**config.mk**
```make
export PLATFORM = sky130hd
export DESIGN_NAME = poly_horner_engine
export DESIGN_NICKNAME = d
export VERILOG_FILES = /design/src/rtl/poly_horner_engine_pkg.sv /design/src/rtl/poly_horner_engine_alu.sv /design/src/rtl/poly_horner_engine.sv
export SDC_FILE = /design/constraint.sdc
export NUM_CORES = 1
export LEC_CHECK = 0
export CAP_MARGIN = 20
export CORE_ASPECT_RATIO = 0.7
export CORE_UTILIZATION = 55
export CTS_CLUSTER_DIAMETER = 60
export DETAILED_ROUTE_END_ITERATION = 7
export PLACE_DENSITY = 0.78
export RECOVER_POWER = 25
export SETUP_SLACK_MARGIN = 0.3
export SKIP_CTS_REPAIR_TIMING = 1
export SYNTH_ARGS = -nofsm -noshare
export SYNTH_HDL_FRONTEND = slang
export SYNTH_SLANG_ARGS = --single-unit
```
**constraint.sdc**
```tcl
create_clock -name clk -period 5.1 [get_ports clk]
set_clock_uncertainty 0.1 [all_clocks]
set_input_delay 0.51 -clock clk [delete_from_list [all_inputs] [get_ports clk]]
set_output_delay 0.51 -clock clk [all_outputs]
set_load 0.01 [all_outputs]
```
**src/rtl/poly_horner_engine_pkg.sv**
```systemverilog
// Shared types for the Horner polynomial engine: FSM states and ALU opcodes.
package poly_pkg;

  typedef enum logic [1:0] {
    LOAD = 2'd0,
    MUL  = 2'd1,
    ADD  = 2'd2,
    DONE = 2'd3
  } state_t;

  typedef enum logic {
    ALU_ADD = 1'b0,
    ALU_MUL = 1'b1
  } alu_op_t;

endpackage

```
**src/rtl/poly_horner_engine_alu.sv**
```systemverilog
// Shared add/multiply ALU for the Horner engine. With POLY_SAT_EN defined the
// result clamps to all-ones on overflow; otherwise it wraps and ovf stays 0.
module poly_alu
  import poly_pkg::*;
#(
  parameter int WIDTH = 8
) (
  input  logic [WIDTH-1:0] a,
  input  logic [WIDTH-1:0] b,
  input  alu_op_t          op,
  output logic [WIDTH-1:0] result,
  output logic             ovf
);

`ifdef POLY_SAT_EN
  logic [2*WIDTH-1:0] wide;

  // Full-width result; the upper half only drives the overflow decision.
  always_comb begin
    if (op == ALU_MUL) wide = {{WIDTH{1'b0}}, a} * {{WIDTH{1'b0}}, b};
    else               wide = {{WIDTH{1'b0}}, a} + {{WIDTH{1'b0}}, b};
    ovf    = |wide[2*WIDTH-1:WIDTH];
    result = ovf ? {WIDTH{1'b1}} : wide[WIDTH-1:0];
  end
`else
  always_comb begin
    if (op == ALU_MUL) result = a * b;
    else               result = a + b;
    ovf = 1'b0;
  end
`endif

endmodule

```
**src/rtl/poly_horner_engine.sv**
```systemverilog
// Horner-rule polynomial evaluator sharing one add/multiply ALU.
// Optional saturating arithmetic and overflow flag via POLY_SAT_EN.
//
// state | meaning
// LOAD  | accept coefficients c[DEGREE]..c[0], then x
// MUL   | acc <= acc * x
// ADD   | acc <= acc + coef[step]; finish when step reaches 0
// DONE  | present result until downstream accepts it
module poly_horner_engine
  import poly_pkg::*;
#(
  parameter int WIDTH  = 8,
  parameter int DEGREE = 2,
  parameter int CNT_W  = $clog2(DEGREE + 2)
) (
  input  logic             clk,
  input  logic             reset,
  input  logic [WIDTH-1:0] in_data,
  input  logic             in_valid,
  output logic             in_ready,
  output logic [WIDTH-1:0] out_data,
  output logic             out_valid,
  input  logic             out_ready,
  output logic             overflow
);

  state_t           state;
  logic [CNT_W-1:0] load_cnt;
  logic [CNT_W-1:0] step;
  logic [WIDTH-1:0] coef [DEGREE+1];
  logic [WIDTH-1:0] x_reg;
  logic [WIDTH-1:0] acc;
  logic             sticky;

  logic [WIDTH-1:0] coef_sel;
  logic [WIDTH-1:0] alu_b;
  logic [WIDTH-1:0] alu_result;
  logic             alu_ovf;
  alu_op_t          alu_op;

  // Loop-based select keeps the index width independent of DEGREE.
  always_comb begin
    coef_sel = '0;
    for (int i = 0; i <= DEGREE; i++) begin
      if (step == CNT_W'(i)) coef_sel = coef[i];
    end
  end

  assign alu_op = (state == MUL) ? ALU_MUL : ALU_ADD;
  assign alu_b  = (state == MUL) ? x_reg : coef_sel;

  poly_alu #(.WIDTH(WIDTH)) u_alu (
    .a      (acc),
    .b      (alu_b),
    .op     (alu_op),
    .result (alu_result),
    .ovf    (alu_ovf)
  );

  always_ff @(posedge clk) begin
    if (reset) begin
      state     <= LOAD;
      load_cnt  <= '0;
      step      <= '0;
      for (int i = 0; i <= DEGREE; i++) coef[i] <= '0;
      x_reg     <= '0;
      acc       <= '0;
      sticky    <= 1'b0;
      in_ready  <= 1'b1;
      out_valid <= 1'b0;
      out_data  <= '0;
      overflow  <= 1'b0;
    end else begin
      case (state)
        LOAD: begin
          sticky <= 1'b0;
          if (in_valid && in_ready) begin
            if (load_cnt == CNT_W'(DEGREE + 1)) begin
              x_reg    <= in_data;
              acc      <= coef[DEGREE];
              step     <= CNT_W'(DEGREE - 1);
              load_cnt <= '0;
              in_ready <= 1'b0;
              state    <= MUL;
            end else begin
              // Word k lands in coef[DEGREE-k]: highest order arrives first.
              for (int i = 0; i <= DEGREE; i++) begin
                if (load_cnt == CNT_W'(DEGREE - i)) coef[i] <= in_data;
              end
              load_cnt <= load_cnt + 1'b1;
            end
          end
        end
        MUL: begin
          acc    <= alu_result;
          sticky <= sticky | alu_ovf;
          state  <= ADD;
        end
        ADD: begin
          acc    <= alu_result;
          sticky <= sticky | alu_ovf;
          if (step == '0) begin
            out_data  <= alu_result;
            overflow  <= sticky | alu_ovf;
            out_valid <= 1'b1;
            state     <= DONE;
          end else begin
            step  <= step - 1'b1;
            state <= MUL;
          end
        end
        DONE: begin
          if (out_ready) begin
            out_valid <= 1'b0;
            in_ready  <= 1'b1;
            state     <= LOAD;
          end
        end
        default: state <= LOAD;
      endcase
    end
  end

endmodule

```
==> results.yml <==
clock_tree:
  clockBufferDepth: 2
  path_clk_slew_ns: 0.10
  clock_tree.root_cell: "clkbuf_8"
  numCtsBuffers: 5
  clock_latency_ns: 0.32
  htree_num_levels: 2
  cts.sink_count: 56
  tritoncts: "done"
detailed_routing:
  viasPerCell: 5.77
  drc_errors: 0
  dr.pass1.iters: 5
  ant_nets: 0
  first_iter_violations: 368
  wire_per_inst_um: 16.9
  num_vias: 3146
  wl_um: 9230
cells_and_area:
  layout.nets: 509
  multi_input_area_mm2: 0.00243
  drive_gt1_frac: 0.135
  syn_to_final_growth_pct: 13.5
  utilization: 0.654
  fillerInstances: 583
  regMostFlops: "coef"
  n_antenna_cell: 0
  final_cells: 545
  seq_area_mm2: 0.00137
  largest_register_ff_count: 24
place:
  portBuffers: 21
  dp_worst_setup_slack_ns: 0.0140
  place_hpwl_um: 7040
  dp_cells: 535
  gp_congestion: 0.901
setup_path:
  crit_top_cell: "inv_1"
  critPathMaxStageDelay_ns: 0.54
  r2r_end: "out_data[7]$_SDFFE_PP0P_"
  reg2regPathDepth: 22
  r2r_slack_ns: 0.09
  path_delay_family: "adder cells"
  worstReg2RegStart: "step[1]$_SDFFE_PP0P_"
  required_ns: 5.25
  cp-end-kind: "flop"
  arrival_ns: 5.16
  worst-path-max-fanout: 7
  cp_num_buf_inv: 5
  cp_cell_sequence: "inv_4, ha_4, nand3b_1, a311oi_2, nand2b_4, ha_2, inv_1, fa_1, inv_1, fa_1, ha_1, inv_1, fa_1, inv_1, ha_4, nand2b_1, a21oi_2, xnor3_1, xnor2_1, xnor3_1, and4b_1, nor3_2"
  path_class: "flop to flop"
  startpoint_type: "flop"
  cp_slowest_cell: "fa_1"
global_routing:
  grt_pass1_wl_um: 14600
  antenna_found_initial: 0
  first_global_vias: 2871
  overflow: 0
  grt_usage: 0.262
  grt_max_degree: 35
flow_run:
  drv_cap: 0
synth:
  yosysSeqAreaShare: 0.347
  synthCells: 434
  yosysUniqueCellTypes: 60
  synth-edff-count: 24
  synth_nets: 493
  ys_seq_elements: 56
  ys.flop_type: "dfxtp_1"
  synth_area_mm2: 0.00393
  async_flop_share: 0
  yosys_warnings: 0
  avgSynthCellArea_um2: 9.05
floorplan:
  core_area_mm2: 0.00682
  die_area_mm2: 0.00749
  rows: 25
  start_util: 0.576
  ioPinCount: 23
  dieWidth_um: 103
  dieHeight_um: 72.7
min_path:
  min-delay-start: "out_data[2]$_SDFFE_PP0P_"
  whs_endpoint: "out_data[2]$_SDFFE_PP0P_"
  hold_depth: 2
  min_path_type: "flop to flop"
sta:
  drv_slew: 0
  maxSlewHeadroom: 0.384
  setup-violations-final: 0
  hold_viol_final: 0
  finalCritPeriodShare: 0.983
  rsz0062_at_grt: "yes"
  setup_ws_ns: 0.0856
  layout_min_cycle_time_ns: 5.01
  worst_slew_pin_slew_ns: 0.916
  clock.fmax_mhz: 199
  hold_slack_ns: 0.364
outcome:
  outcome: "finished, final reports clean"
power:
  ir_drop_mv: 0.169
  power_density_mw_per_mm2: 373
  p_leak_uw: 0.00186
-- per-layer routing --
| layer | vias up | global-route usage | routed length [um] |
|---|---|---|---|
| li1 | 1503 | - | - |
| met1 | 1482 | 0.394 | 4180 |
| met2 | 149 | 0.384 | 4000 |
| met3 | 12 | 0.0565 | 950 |
| met4 | 0 | 0.0610 | 91 |
| met5 | - | 0 | 0 |
-- worst reg2reg max path, delay by kind of cell, from the launching register on --
| family | cells | cell delay (ns) |
|---|---|---|
| AO/OA/AOI/OAI | 2 | 0.38 |
| XOR/XNOR | 3 | 0.70 |
| adder cells (fa/ha/maj) | 7 | 2.23 |
| buffers and inverters | 5 | 0.31 |
| flip-flops | 1 | 0.40 |
| AND/OR/NAND/NOR | 5 | 0.82 |
-- cells in the mapped netlist (2+ instances only) --
library cell | count | area (um^2)
nand2_1 | 63 | 236
inv_1 | 45 | 169
ha_1 | 34 | 425
dfxtp_1 | 32 | 641
a21oi_1 | 30 | 150
nor2_1 | 29 | 109
edfxtp_1 | 24 | 721
and2_1 | 17 | 106
fa_1 | 13 | 260
clkbuf_1 | 11 | 41.3
xnor2_1 | 11 | 96.3
o21ai_0 | 9 | 45.0
and3_1 | 8 | 50.1
a211oi_1 | 7 | 52.6
nand3_1 | 7 | 35.0
nor3_1 | 7 | 35.0
a21o_1 | 6 | 45.0
nor2b_1 | 6 | 37.5
and3_2 | 5 | 37.5
nand3b_1 | 5 | 37.5
o21ai_1 | 5 | 25.0
mux2i_1 | 4 | 40.0
o211ai_1 | 4 | 30.0
nand2b_1 | 3 | 18.8
xnor3_1 | 3 | 67.6
a2111oi_0 | 2 | 17.5
a211o_1 | 2 | 17.5
a21oi_2 | 2 | 17.5
a221o_1 | 2 | 20.0
a311oi_1 | 2 | 17.5
buf_2 | 2 | 10.0
buf_4 | 2 | 15.0
buf_6 | 2 | 22.5
nand3_2 | 2 | 20.0
o211ai_2 | 2 | 25.0
xor2_1 | 2 | 17.5
-- placed cells by master, fill, tap and decap left out, types with 3 or more instances in the layout --
cell type        count
clkbuf_8             5
fa_1                12
nand3_1              7
ha_1                25
and3_2               5
inv_1               39
xnor2_1             10
edfxtp_1            24
dfxtp_1             29
dlygate4sd3_1       10
o21ai_0              9
o21ai_1              4
o211ai_1             4
mux2i_1              4
and3_1               8
a21oi_1             29
nor2_1              28
clkdlybuf4s50_1     11
nand3b_1             5
xnor3_1              3
nor2b_1              6
inv_2                5
nor3_1               7
nand2_2              4
buf_4                7
nand2_1             60
a21o_1               6
ha_4                 7
a211oi_1             7
and2_1              17
a21oi_2              3
-- report_power, final --
part	internal [uW]	switching (uW)	leakage [uW]
Sequential	533	45.8	0.000512
Clock	149	149	0.0000558
Combinational	287	499	0.00129
-- area by class of cell --
| class | count | area share |
|---|---|---|
| Clock inverter | 2 | 0.00870 |
| Sequential cell | 56 | 0.307 |
| Multi-Input combinational cell | 314 | 0.544 |
| Clock buffer | 6 | 0.0163 |
| Inverter | 45 | 0.0385 |
| Tap cell | 94 | 0.0264 |
| Timing Repair Buffer | 28 | 0.0589 |
-- how the worst max path moves through the flow --
stage / startpoint / endpoint / slack (ns) / cells past startpoint
4_1_cts: state[0]$_SDFFE_PP0P_ / out_data[7]$_SDFFE_PP0P_ / -0.002 / 17
3_3_place_gp: state[0]$_SDFFE_PP0P_ / out_data[7]$_SDFFE_PP0P_ / 0.15 / 17
5_1_grt: step[0]$_SDFFE_PP0P_ / out_data[7]$_SDFFE_PP0P_ / -0.11 / 22
3_5_place_dp: state[0]$_SDFFE_PP0P_ / out_data[7]$_SDFFE_PP0P_ / 0.01 / 17
2_1_floorplan: step[1]$_SDFFE_PP0P_ / out_data[7]$_SDFFE_PP0P_ / 0.30 / 23
6_report: step[1]$_SDFFE_PP0P_ / out_data[7]$_SDFFE_PP0P_ / 0.09 / 22
-- kinds of logic (layout without fill, tap and decap cells) --
group / count (synthesis) / count (layout) / synth area share
other: 1 / 1 / 0.000955
AOI/OAI and AO/OA: 84 / 84 / 0.144
DFF: 56 / 56 / 0.347
buffers and inverters: 64 / 81 / 0.0704
and+or+nand+nor: 161 / 161 / 0.202
muxes: 4 / 4 / 0.0102
xor gates and xnor gates: 17 / 17 / 0.0504
adders and majority gates: 47 / 47 / 0.175
-- through the flow --
stage	setup TNS, ns	total power, uW	area, um^2
CTS	-0.00186	1620	4390
finish	0	1660	4460
floorplan	0	1130	4030
global placement	0	1300	4280
detailed placement	0	1330	4280
global route	-0.219	1750	4460
No activity file was read; power rests on OpenSTA's default activity.
